$ cat src/rtl/alu_sequencer_if.sv
// Request/result bundle for alu_sequencer. The master side issues operations
// and the slave side (the sequencer) returns status and results.
interface alu_sequencer_if #(
    parameter int WIDTH = 8
);
    logic                   start;
    logic [1:0]             op;
    logic [WIDTH-1:0]       operand_a;
    logic [WIDTH-1:0]       operand_b;
    logic                   busy;
    logic                   done;
    logic [2*WIDTH-1:0]     result;
    logic                   div_by_zero;

    modport master (
        output start, op, operand_a, operand_b,
        input  busy, done, result, div_by_zero
    );

    modport slave (
        input  start, op, operand_a, operand_b,
        output busy, done, result, div_by_zero
    );
endinterface

$ cat src/rtl/alu_sequencer.sv
// Multi-cycle signed ALU: single-cycle add/sub, WIDTH-step shift-add multiply
// and restoring divide on magnitudes, with the sign applied at the end.
//
// state    | meaning
// ---------+-----------------------------------------------------------
// S_IDLE   | waiting for start; operands latched as sign + magnitude
// S_ADDSUB | one cycle: full-width add or subtract, then done
// S_MUL    | WIDTH shift-add steps, multiplier consumed LSB-first
// S_DIV    | WIDTH restoring steps, quotient built MSB-first (or /0 exit)
// S_FIN    | apply sign to magnitude result, then done
module alu_sequencer #(
    parameter int WIDTH = 8
) (
    input  logic            i_clock,
    input  logic            i_reset,
    alu_sequencer_if.slave  io_bus
);
    localparam int RW = 2 * WIDTH;
    localparam int CW = $clog2(WIDTH + 1);

    typedef enum logic [2:0] {
        S_IDLE,
        S_ADDSUB,
        S_MUL,
        S_DIV,
        S_FIN
    } state_t;

    state_t             r_state;
    logic               r_sub;
    logic               r_sign_a;
    logic               r_sign_b;
    logic [WIDTH:0]     r_mag_a;
    logic [WIDTH:0]     r_mag_b;
    logic [CW-1:0]      r_cnt;
    logic [RW-1:0]      r_acc;
    logic [WIDTH:0]     r_rem;
    logic               r_busy;
    logic               r_done;
    logic [RW-1:0]      r_result;
    logic               r_dbz;

    state_t             w_state_nxt;
    logic               w_sub_nxt;
    logic               w_sign_a_nxt;
    logic               w_sign_b_nxt;
    logic [WIDTH:0]     w_mag_a_nxt;
    logic [WIDTH:0]     w_mag_b_nxt;
    logic [CW-1:0]      w_cnt_nxt;
    logic [RW-1:0]      w_acc_nxt;
    logic [WIDTH:0]     w_rem_nxt;
    logic               w_busy_nxt;
    logic               w_done_nxt;
    logic [RW-1:0]      w_result_nxt;
    logic               w_dbz_nxt;

    logic [WIDTH:0]     w_a_ext;
    logic [WIDTH:0]     w_b_ext;
    logic [WIDTH:0]     w_a_mag_in;
    logic [WIDTH:0]     w_b_mag_in;
    logic [RW-1:0]      w_mag_a_ext;
    logic [RW-1:0]      w_mag_b_ext;
    logic [RW-1:0]      w_val_a;
    logic [RW-1:0]      w_val_b;
    logic [RW-1:0]      w_sum;
    logic [RW-1:0]      w_addend;
    logic [WIDTH+1:0]   w_shift_rem;
    logic [WIDTH+1:0]   w_trial;
    logic               w_q_bit;
    logic               w_last;
    logic               w_neg;

    // Magnitudes carry one extra bit so the most negative operand stays exact.
    assign w_a_ext     = {io_bus.operand_a[WIDTH-1], io_bus.operand_a};
    assign w_b_ext     = {io_bus.operand_b[WIDTH-1], io_bus.operand_b};
    assign w_a_mag_in  = w_a_ext[WIDTH] ? -w_a_ext : w_a_ext;
    assign w_b_mag_in  = w_b_ext[WIDTH] ? -w_b_ext : w_b_ext;

    assign w_mag_a_ext = {{(RW-WIDTH-1){1'b0}}, r_mag_a};
    assign w_mag_b_ext = {{(RW-WIDTH-1){1'b0}}, r_mag_b};
    assign w_val_a     = r_sign_a ? -w_mag_a_ext : w_mag_a_ext;
    assign w_val_b     = r_sign_b ? -w_mag_b_ext : w_mag_b_ext;
    assign w_sum       = r_sub ? (w_val_a - w_val_b) : (w_val_a + w_val_b);

    assign w_addend    = r_mag_b[r_cnt] ? (w_mag_a_ext << r_cnt) : '0;

    // Dividend sits in r_acc[WIDTH-1:0] and shifts out MSB-first while quotient bits shift in.
    assign w_shift_rem = {r_rem, r_acc[WIDTH-1]};
    assign w_trial     = w_shift_rem - {1'b0, r_mag_b};
    assign w_q_bit     = ~w_trial[WIDTH+1];

    assign w_last      = (r_cnt == CW'(WIDTH - 1));
    assign w_neg       = r_sign_a ^ r_sign_b;

    always_comb begin
        w_state_nxt  = r_state;
        w_sub_nxt    = r_sub;
        w_sign_a_nxt = r_sign_a;
        w_sign_b_nxt = r_sign_b;
        w_mag_a_nxt  = r_mag_a;
        w_mag_b_nxt  = r_mag_b;
        w_cnt_nxt    = r_cnt;
        w_acc_nxt    = r_acc;
        w_rem_nxt    = r_rem;
        w_busy_nxt   = r_busy;
        w_done_nxt   = 1'b0;
        w_result_nxt = r_result;
        w_dbz_nxt    = r_dbz;

        case (r_state)
            S_IDLE: begin
                if (io_bus.start) begin
                    w_sub_nxt    = io_bus.op[0];
                    w_sign_a_nxt = io_bus.operand_a[WIDTH-1];
                    w_sign_b_nxt = io_bus.operand_b[WIDTH-1];
                    w_mag_a_nxt  = w_a_mag_in;
                    w_mag_b_nxt  = w_b_mag_in;
                    w_cnt_nxt    = '0;
                    w_rem_nxt    = '0;
                    w_busy_nxt   = 1'b1;
                    w_acc_nxt    = (io_bus.op == 2'b11) ?
                                   {{(RW-WIDTH){1'b0}}, w_a_mag_in[WIDTH-1:0]} : '0;
                    case (io_bus.op)
                        2'b10:   w_state_nxt = S_MUL;
                        2'b11:   w_state_nxt = S_DIV;
                        default: w_state_nxt = S_ADDSUB;
                    endcase
                end
            end

            S_ADDSUB: begin
                w_result_nxt = w_sum;
                w_dbz_nxt    = 1'b0;
                w_done_nxt   = 1'b1;
                w_busy_nxt   = 1'b0;
                w_state_nxt  = S_IDLE;
            end

            S_MUL: begin
                w_acc_nxt = r_acc + w_addend;
                w_cnt_nxt = r_cnt + CW'(1);
                if (w_last) begin
                    w_state_nxt = S_FIN;
                end
            end

            S_DIV: begin
                if (r_mag_b == '0) begin
                    w_result_nxt = '0;
                    w_dbz_nxt    = 1'b1;
                    w_done_nxt   = 1'b1;
                    w_busy_nxt   = 1'b0;
                    w_state_nxt  = S_IDLE;
                end else begin
                    w_rem_nxt = w_q_bit ? w_trial[WIDTH:0] : w_shift_rem[WIDTH:0];
                    w_acc_nxt = {r_acc[RW-1:WIDTH], r_acc[WIDTH-2:0], w_q_bit};
                    w_cnt_nxt = r_cnt + CW'(1);
                    if (w_last) begin
                        w_state_nxt = S_FIN;
                    end
                end
            end

            S_FIN: begin
                // Negating a zero magnitude yields zero, so no negative zero can appear.
                w_result_nxt = w_neg ? -r_acc : r_acc;
                w_dbz_nxt    = 1'b0;
                w_done_nxt   = 1'b1;
                w_busy_nxt   = 1'b0;
                w_state_nxt  = S_IDLE;
            end

            default: begin
                w_state_nxt = S_IDLE;
                w_busy_nxt  = 1'b0;
            end
        endcase
    end

    always_ff @(posedge i_clock) begin
        if (i_reset) begin
            r_state  <= S_IDLE;
            r_sub    <= 1'b0;
            r_sign_a <= 1'b0;
            r_sign_b <= 1'b0;
            r_mag_a  <= '0;
            r_mag_b  <= '0;
            r_cnt    <= '0;
            r_acc    <= '0;
            r_rem    <= '0;
            r_busy   <= 1'b0;
            r_done   <= 1'b0;
            r_result <= '0;
            r_dbz    <= 1'b0;
        end else begin
            r_state  <= w_state_nxt;
            r_sub    <= w_sub_nxt;
            r_sign_a <= w_sign_a_nxt;
            r_sign_b <= w_sign_b_nxt;
            r_mag_a  <= w_mag_a_nxt;
            r_mag_b  <= w_mag_b_nxt;
            r_cnt    <= w_cnt_nxt;
            r_acc    <= w_acc_nxt;
            r_rem    <= w_rem_nxt;
            r_busy   <= w_busy_nxt;
            r_done   <= w_done_nxt;
            r_result <= w_result_nxt;
            r_dbz    <= w_dbz_nxt;
        end
    end

    assign io_bus.busy        = r_busy;
    assign io_bus.done        = r_done;
    assign io_bus.result      = r_result;
    assign io_bus.div_by_zero = r_dbz;
endmodule

$ cat src/flat_wrapper.sv
// flat-port wrapper written by rule: the top's interface ports become plain ports
module alu_sequencer_flat 
#(
    parameter int WIDTH = 8
)
  (i_clock, i_reset, io_bus_start, io_bus_op, io_bus_operand_a, io_bus_operand_b, io_bus_busy, io_bus_done, io_bus_result, io_bus_div_by_zero);
  alu_sequencer_if #(.WIDTH(WIDTH)) io_bus_i ();
  input  logic i_clock;
  input  logic i_reset;
  input wire logic [$bits(io_bus_i.start)-1:0] io_bus_start;
  input wire logic [$bits(io_bus_i.op)-1:0] io_bus_op;
  input wire logic [$bits(io_bus_i.operand_a)-1:0] io_bus_operand_a;
  input wire logic [$bits(io_bus_i.operand_b)-1:0] io_bus_operand_b;
  output wire logic [$bits(io_bus_i.busy)-1:0] io_bus_busy;
  output wire logic [$bits(io_bus_i.done)-1:0] io_bus_done;
  output wire logic [$bits(io_bus_i.result)-1:0] io_bus_result;
  output wire logic [$bits(io_bus_i.div_by_zero)-1:0] io_bus_div_by_zero;
  assign io_bus_i.start = io_bus_start;
  assign io_bus_i.op = io_bus_op;
  assign io_bus_i.operand_a = io_bus_operand_a;
  assign io_bus_i.operand_b = io_bus_operand_b;
  assign io_bus_busy = io_bus_i.busy;
  assign io_bus_done = io_bus_i.done;
  assign io_bus_result = io_bus_i.result;
  assign io_bus_div_by_zero = io_bus_i.div_by_zero;
  alu_sequencer #(.WIDTH(WIDTH)) u_core (.i_clock(i_clock), .i_reset(i_reset), .io_bus(io_bus_i));
endmodule
$ cat config.mk
export PLATFORM = sky130hd
export DESIGN_NAME = alu_sequencer_flat
export DESIGN_NICKNAME = d
export VERILOG_FILES = /design/src/rtl/alu_sequencer_if.sv /design/src/rtl/alu_sequencer.sv /design/src/flat_wrapper.sv
export SDC_FILE = /design/constraint.sdc
export NUM_CORES = 1
export LEC_CHECK = 0
export BUFFER_PORTS_ARGS = -buffer_cell sky130_fd_sc_hd__buf_2
export CAP_MARGIN = 20
export CORE_MARGIN = 2
export CORE_UTILIZATION = 24
export DETAILED_ROUTE_END_ITERATION = 10
export GPL_ROUTABILITY_DRIVEN = 0
export PLACE_DENSITY = 0.47
export REMOVE_ABC_BUFFERS = 1
export SYNTH_ARGS = -nofsm -noshare
export SYNTH_HDL_FRONTEND = slang
export SYNTH_SLANG_ARGS = --single-unit
$ cat constraint.sdc
create_clock -name i_clock -period 4.1 [get_ports i_clock]
set_clock_uncertainty 0.2 [all_clocks]
set_input_delay 0.41 -clock i_clock [delete_from_list [all_inputs] [get_ports i_clock]]
set_output_delay 0.41 -clock i_clock [all_outputs]
set_load 0.01 [all_outputs]
==> impl_metrics.env, run 1 <==
export IMPL_wl_per_cell_um=15.7
export IMPL_wirelength_um=20200
export IMPL_synth_edf_count=0
export IMPL_worstPathMaxFanout=4
export IMPL_vdd_ir_drop_worst_v=0.000185
export IMPL_max_slew_worst_pin_slew_ps=977
export IMPL_drt_drc_violations_left=0
export IMPL_share_of_cells_above_drive_strength_1_pct=16.0
export IMPL_clock_latency_ps=350
export IMPL_powerDensity_nw_per_um2=383
export IMPL_grt_setup_unrepaired="true"
export IMPL_count_of_unique_library_cells_instantiated_by_yosys=76
export IMPL_seq_total_area_yosys_pct=21.7
export IMPL_synth_top_cells_by_count="113 x sky130_fd_sc_hd__nor2_1, 81 x sky130_fd_sc_hd__nand2_1, 72 x sky130_fd_sc_hd__dfxtp_1"
export IMPL_io_pins=40
export IMPL_grt_usage_pct=14.2
export IMPL_buffer_ports_inserted=39
export IMPL_pwr_share_comb_pct=42.0
export IMPL_floorplan_rows=60
export IMPL_layout_nets=982
export IMPL_post_cts_hold_buffer_count=0
export IMPL_detailedPlacementHpwl_um=16000
export IMPL_grt_antenna_before_repair=0
export IMPL_clock_path_buffers=2
export IMPL_path_class="reg -> reg"
export IMPL_n_antenna_cell=0
export IMPL_cts_buffers_inserted=9
export IMPL_synth_top_area_share_pct=21.7
export IMPL_final_min_period_over_clock_period_pct=95.7
export IMPL_first_global_vias=5899
export IMPL_static_leakage_power_nw=3.25
export IMPL_post_cts_repair_setup_buffers=0
export IMPL_synthCells=867
export IMPL_placeableCoreArea_um2=27100
export IMPL_largest_cells_by_area_after_synthesis="sky130_fd_sc_hd__dfxtp_1 22%, sky130_fd_sc_hd__ha_1 9.0%, sky130_fd_sc_hd__xnor2_1 7.0%"
export IMPL_synth_most_common_cell="sky130_fd_sc_hd__nor2_1"
export IMPL_switching_share_pct=38.0
export IMPL_final_period_minus_worst_setup_slack_ps=3920
export IMPL_number_of_setup_violations_in_the_final_report=0
export IMPL_netlist_area_um2=6660
export IMPL_report_final_hold_viol_count=0
export IMPL_clkPwrFrac_pct=30.3
export IMPL_synth_ff_latch_count=72
export IMPL_die_area_um2=29100
export IMPL_synth_async_reset_ratio_pct=0
export IMPL_synthDominantAreaCellType="sky130_fd_sc_hd__dfxtp_1"
export IMPL_grt_max_degree=35
export IMPL_crit_path_max_incr_delay_ps=610
export IMPL_initial_core_util_pct=24.6
export IMPL_ant_nets=0
export IMPL_switch_pwr_w=0.00113
export IMPL_hold_path_class="in -> reg"
export IMPL_drt_vias_per_instance=4.84
export IMPL_clock_root_buffer="sky130_fd_sc_hd__clkbuf_16"
export IMPL_critical_path_required_ps=4180
export IMPL_worst_setup_end_kind="flop"
export IMPL_grt_remaining_overflow=0
export IMPL_detail_route_first_pass_iterations=6
export IMPL_cp_data_arrival_time_ps=4000
export IMPL_post_synth_top_flop="sky130_fd_sc_hd__dfxtp_1"
export IMPL_power_report_internal_total_w=0.00184
export IMPL_cts_reportedPaths_clkPinSlew_ps=70
export IMPL_layout_setup_ws_ps=176
export IMPL_1st_iter_drt_viols=364
export IMPL_ys_warnings_count=0
export IMPL_routed_via_count=6231
export IMPL_htreeDepth=3
export IMPL_timing_final_max_slew_violations=0
export IMPL_die_width_um=171
export IMPL_wire_length_of_the_first_global_routing_pass_um=32300
export IMPL_clock_tree_from_tritoncts="built"
export IMPL_area_delta_synth_final_pct=16.5
export IMPL_total_power_w=0.00297
export IMPL_dp_worst_setup_slack_ps=7.51
export IMPL_syn_mean_instance_area_um2=7.68
export IMPL_outcome="finished clean"
export IMPL_timing_slew_headroom_pct=34.7
export IMPL_sequential_group_share_of_total_power_pct=27.7
export IMPL_slowest_stage="sky130_fd_sc_hd__or4b_2"
export IMPL_path_cells="inv_1 -> ha_1 -> or3b_4 -> a211oi_4 -> nand2_2 -> nor2_2 -> nor2_1 -> xor2_1 -> ha_1 -> buf_4 -> o21a_1 -> nor2_1 -> a21oi_2 -> and3_1 -> o21ai_0 -> or4b_2 -> a21oi_1"
export IMPL_start_kind="flop"
export IMPL_clock_sinks=72
export IMPL_max_freq_mhz=255
export IMPL_cap_viol_max_count=0
export IMPL_floorplan_die_height_um=171
power by group through the flow:
| stage | sequential (W) | combinational [W] | clock, W |
|---|---|---|---|
| floorplan | 0.000833 | 0.000824 | 0 |
| CTS | 0.000818 | 0.00123 | 0.000925 |
| global placement | 0.000834 | 0.00122 | 0 |
| detailed placement | 0.000834 | 0.00122 | 0 |
| finish | 0.000823 | 0.00125 | 0.000899 |
| global route | 0.000831 | 0.00139 | 0.000952 |
cell usage in the layout, fill, tap and decap left out, drive strengths merged, types with 5 or more instances in the layout:
master,instances
a211oi,16
a21o,15
a21oi,54
a221oi,16
a22oi,9
a31oi,5
and3,7
buf,82
clkbuf,9
dfxtp,72
ha,48
inv,37
mux2,7
mux2i,19
nand2,81
nand2b,13
nand3,11
nor2,113
nor2b,13
nor3,39
nor4,8
o21a,9
o21ai,51
o221ai,5
o31ai,9
o41ai,5
or3,8
xnor2,53
xor2,32
logic make-up (layout without fill, tap and decap cells):
family	count (synthesis)	count (layout)	share of synthesized area [%]
AO/OA/AOI/OAI	224	224	22.8
XOR/XNOR	85	85	11.2
adder cells (fa/ha/maj)	51	51	9.92
buffers and inverters	86	134	6.75
flip-flops	72	72	21.7
multiplexers	29	29	5.11
AND/OR/NAND/NOR	320	320	22.6
path summary, 6_finish.rpt:
path	startpoint	endpoint	slack, ps	cells after the start
worst min register to register	u_core.r_rem[6]$_SDFFE_PP0P_	u_core.r_rem[6]$_SDFFE_PP0P_	290	2
worst min-delay path	io_bus_operand_a[0]	u_core.r_mag_a[0]$_SDFFE_PP0P_	140	3
worst max register to register	u_core.r_mag_b[0]$_SDFFE_PP0P_	u_core.io_bus.result[10]$_SDFFE_PP0P_	180	17
worst max-delay path	u_core.r_mag_b[0]$_SDFFE_PP0P_	u_core.io_bus.result[10]$_SDFFE_PP0P_	180	17
critical path, delay by kind of cell (launching register included):
kind                       cells  cell delay [ps]
AOI/OAI and AO/OA              5              840
xor gates and xnor gates       1              160
adders and majority gates      2              480
buffers and inverters          2              230
DFF                            1              310
and+or+nand+nor                7             1640
registers in the layout (all words and copies together), names as in the netlist:
signal / flops
u_core.io_bus.done: 1
u_core.r_state: 3
u_core.io_bus.result: 16
u_core.io_bus.div_by_zero: 1
u_core.r_cnt: 4
u_core.r_mag_a: 9
u_core.r_rem: 9
u_core.r_mag_b: 9
u_core.io_bus.busy: 1
u_core.r_acc: 16
u_core.r_sign_a: 1
u_core.r_sub: 1
u_core.r_sign_b: 1
per-layer routing:
| metal | vias up | wire length [um] | GRT usage (%) |
|---|---|---|---|
| li1 | 3189 | - | - |
| met1 | 2899 | 10200 | 20.2 |
| met2 | 132 | 8990 | 22.8 |
| met3 | 11 | 811 | 1.85 |
| met4 | 0 | 207 | 3.23 |
| met5 | - | 0 | 0 |
metrics by stage:
step           utilization (%)  setup TNS, ps  cell area, um^2  hold WS [ps]  std cells
2_1_floorplan                -          -44.7             6340           248        817
3_3_place_gp              27.0              0             7330           266       1271
3_5_place_dp              27.0              0             7330           279       1271
4_1_cts                   28.3              0             7660           138       1287
5_1_grt                   28.6           -132             7760           159       1287
6_report                  28.6              0             7760           143       1287
layout make-up:
class,instances,area [um^2]
clock buffers,9,225
clock inverters,7,103
fillers,2985,19300
inverters,36,135
multi-input cells,709,4870
flip-flops and latches,72,1440
well taps,372,465
repair buffers,82,518
what timing repair did:
action | CTS | global route
pin swaps | 0 | 4
gates resized for setup | 1 | 21
cloned | 0 | 0
endpoints found under the setup margin | 1 | 8
Power figures use the tool's default switching activity.
==> run 2: changes to the inputs <==
BUFFER_PORTS_ARGS = not set   (was -buffer_cell sky130_fd_sc_hd__buf_2)
DONT_BUFFER_PORTS = 1   (was not set)
PLACE_DENSITY = 0.45   (was 0.47)
==> impl_metrics.env, run 2 (same netlist as run 1, synthesis figures left out) <==
export IMPL_hold_path_class="in -> reg"
export IMPL_number_of_setup_violations_in_the_final_report=0
export IMPL_final_min_period_over_clock_period_pct=97.1
export IMPL_start_kind="flop"
export IMPL_buffer_ports_inserted=0
export IMPL_first_global_vias=5765
export IMPL_routed_via_count=6124
export IMPL_hold_path_startpoint="io_bus_operand_b[7]"
export IMPL_max_freq_mhz=251
export IMPL_n_antenna_cell=0
export IMPL_top_library_cells_by_usage_in_the_layout_fill_and_taps_aside="111 x sky130_fd_sc_hd__nor2_1, 80 x sky130_fd_sc_hd__nand2_1, 71 x sky130_fd_sc_hd__dfxtp_1"
export IMPL_rr_startpoint="u_core.r_mag_b[0]$_SDFFE_PP0P_"
export IMPL_slowest_stage="sky130_fd_sc_hd__or3b_4"
export IMPL_area_delta_synth_final_pct=15.8
export IMPL_die_width_um=171
export IMPL_clock_sinks=72
export IMPL_powerDensity_nw_per_um2=379
export IMPL_layout_nets=956
export IMPL_cp_data_arrival_time_ps=4010
export IMPL_path_class="reg -> reg"
export IMPL_die_area_um2=29100
export IMPL_drt_vias_per_instance=4.86
export IMPL_io_pins=40
export IMPL_report_final_hold_viol_count=0
export IMPL_timing_hold_worst_path_depth=2
export IMPL_worst_r2r_path_depth=19
export IMPL_cts_reportedPaths_clkPinSlew_ps=60
export IMPL_htreeDepth=3
export IMPL_worstPathMaxFanout=4
export IMPL_wl_per_cell_um=16.7
export IMPL_wirelength_um=21000
export IMPL_clock_latency_ps=350
export IMPL_timing_final_max_slew_violations=0
export IMPL_floorplan_rows=60
export IMPL_mostFrequentLayoutCell="sky130_fd_sc_hd__nor2_1"
export IMPL_initial_core_util_pct=24.6
export IMPL_clock_root_buffer="sky130_fd_sc_hd__clkbuf_16"
export IMPL_worst_setup_end_kind="flop"
export IMPL_final_period_minus_worst_setup_slack_ps=3980
export IMPL_detail_route_first_pass_iterations=5
export IMPL_grt_usage_pct=14.7
export IMPL_drt_drc_violations_left=0
export IMPL_grt_max_degree=57
export IMPL_nFillCells=2960
export IMPL_max_slew_worst_pin_slew_ps=1040
export IMPL_grt_antenna_before_repair=0
export IMPL_crit_path_max_incr_delay_ps=420
export IMPL_timing_slew_headroom_pct=30.2
export IMPL_total_power_w=0.00292
export IMPL_floorplan_die_height_um=171
export IMPL_hold_ws_ps=26.7
export IMPL_share_of_cells_above_drive_strength_1_pct=13.6
export IMPL_placeableCoreArea_um2=27100
export IMPL_detailedPlacementHpwl_um=16200
export IMPL_regToRegEndpoint="u_core.io_bus.result[15]$_SDFFE_PP0P_"
export IMPL_outcome="finished clean"
export IMPL_wire_length_of_the_first_global_routing_pass_um=33000
export IMPL_grt_remaining_overflow=0
export IMPL_grt_setup_unrepaired="true"
export IMPL_cap_viol_max_count=0
export IMPL_1st_iter_drt_viols=360
export IMPL_vdd_ir_drop_worst_v=0.000196
export IMPL_ant_nets=0
export IMPL_min_to="u_core.r_sign_b$_SDFFE_PP0P_"
export IMPL_path_cells="inv_1 -> ha_1 -> or3b_4 -> a211oi_4 -> nand2_2 -> nor2_2 -> a21oi_1 -> xnor2_1 -> ha_1 -> buf_4 -> nand4_1 -> a211oi_2 -> o41ai_2 -> buf_4 -> o21ai_2 -> o22ai_2 -> xnor2_2 -> a221oi_2 -> nor3_2"
export IMPL_critical_path_required_ps=4130
export IMPL_clock_path_buffers=2
export IMPL_cts_buffers_inserted=9
export IMPL_r2r_slack_ps=120
export IMPL_static_leakage_power_nw=3.14
export IMPL_clock_tree_from_tritoncts="built"
run 2: changes by cell type in the layout (fill, tap and decap cells not counted), moves of 2 or more:
cell                            delta
sky130_fd_sc_hd__buf_4             +9
sky130_fd_sc_hd__inv_6             -2
sky130_fd_sc_hd__o21ai_0           -2
sky130_fd_sc_hd__a21oi_1           -2
sky130_fd_sc_hd__clkbuf_1          +2
sky130_fd_sc_hd__dlygate4sd3_1     +3
sky130_fd_sc_hd__buf_2            -39
run 2: worst max-delay path by stage:
stage	from	end	slack (ps)	cells past startpoint
floorplan	u_core.r_mag_b[0]$_SDFFE_PP0P_	u_core.io_bus.result[10]$_SDFFE_PP0P_	-30	16
global placement	u_core.r_mag_b[0]$_SDFFE_PP0P_	u_core.io_bus.result[15]$_SDFFE_PP0P_	20	18
detailed placement	u_core.r_mag_b[1]$_SDFFE_PP0P_	u_core.io_bus.result[15]$_SDFFE_PP0P_	-50	18
CTS	u_core.r_mag_b[1]$_SDFFE_PP0P_	u_core.io_bus.result[15]$_SDFFE_PP0P_	40	18
global route	u_core.r_mag_b[0]$_SDFFE_PP0P_	u_core.io_bus.result[15]$_SDFFE_PP0P_	-90	18
finish	u_core.r_mag_b[0]$_SDFFE_PP0P_	u_core.io_bus.result[15]$_SDFFE_PP0P_	120	19
run 2: worst max-delay path, delay by kind of cell (launching register included):
family	cells	cell delay, ps
AO/OA/AOI/OAI	7	1350
AND/OR/NAND/NOR	5	800
flip-flops	1	310
adder cells (fa/ha/maj)	2	510
buffers and inverters	3	340
XOR/XNOR	2	320
run 2: power by group:
part           total [W]  switching, W  internal (W)
Combinational    0.00127      0.000697      0.000574
Sequential      0.000838     0.0000903      0.000748
Clock           0.000815      0.000343      0.000472
Total            0.00292       0.00113       0.00179
run 2: stage by stage:
step                      utilization (%)  TNS, ps  setup WS, ps  instances  area, um^2
after floorplan                         -    -44.7         -33.7        817        6340
after global placement               26.5        0          19.4       1238        7180
after detailed placement             26.5    -47.9         -47.9       1238        7180
after CTS                            27.9        0          36.1       1258        7550
after global routing                 28.5     -115         -94.1       1261        7710
final                                28.5        0           119       1261        7710
run 2: final cells by class:
class | instances | area, um^2 | area share, %
Multi-Input combinational cell | 709 | 4930 | 63.9
Tap cell | 372 | 465 | 6.04
Clock buffer | 11 | 233 | 3.02
Inverter | 36 | 135 | 1.75
Clock inverter | 5 | 57.6 | 0.746
Timing Repair Buffer | 56 | 448 | 5.81
Sequential cell | 72 | 1440 | 18.7
run 2: layer usage:
metal  wire [um]  global-route usage [%]  share of wire (%)
met5           0                       0                  0
met2        9230                    23.3                 44
met3         918                    2.57                4.4
met1       10500                    20.6                 50
met4         353                    3.94                1.7
run 2: timing repair:
action,CTS,global route
gates cloned,0,0
pin swaps,0,11
setup endpoints to repair,1,9
setup buffers,0,3
endpoints found under the hold margin,56,0
hold buffers,4,0
resized for setup,5,28
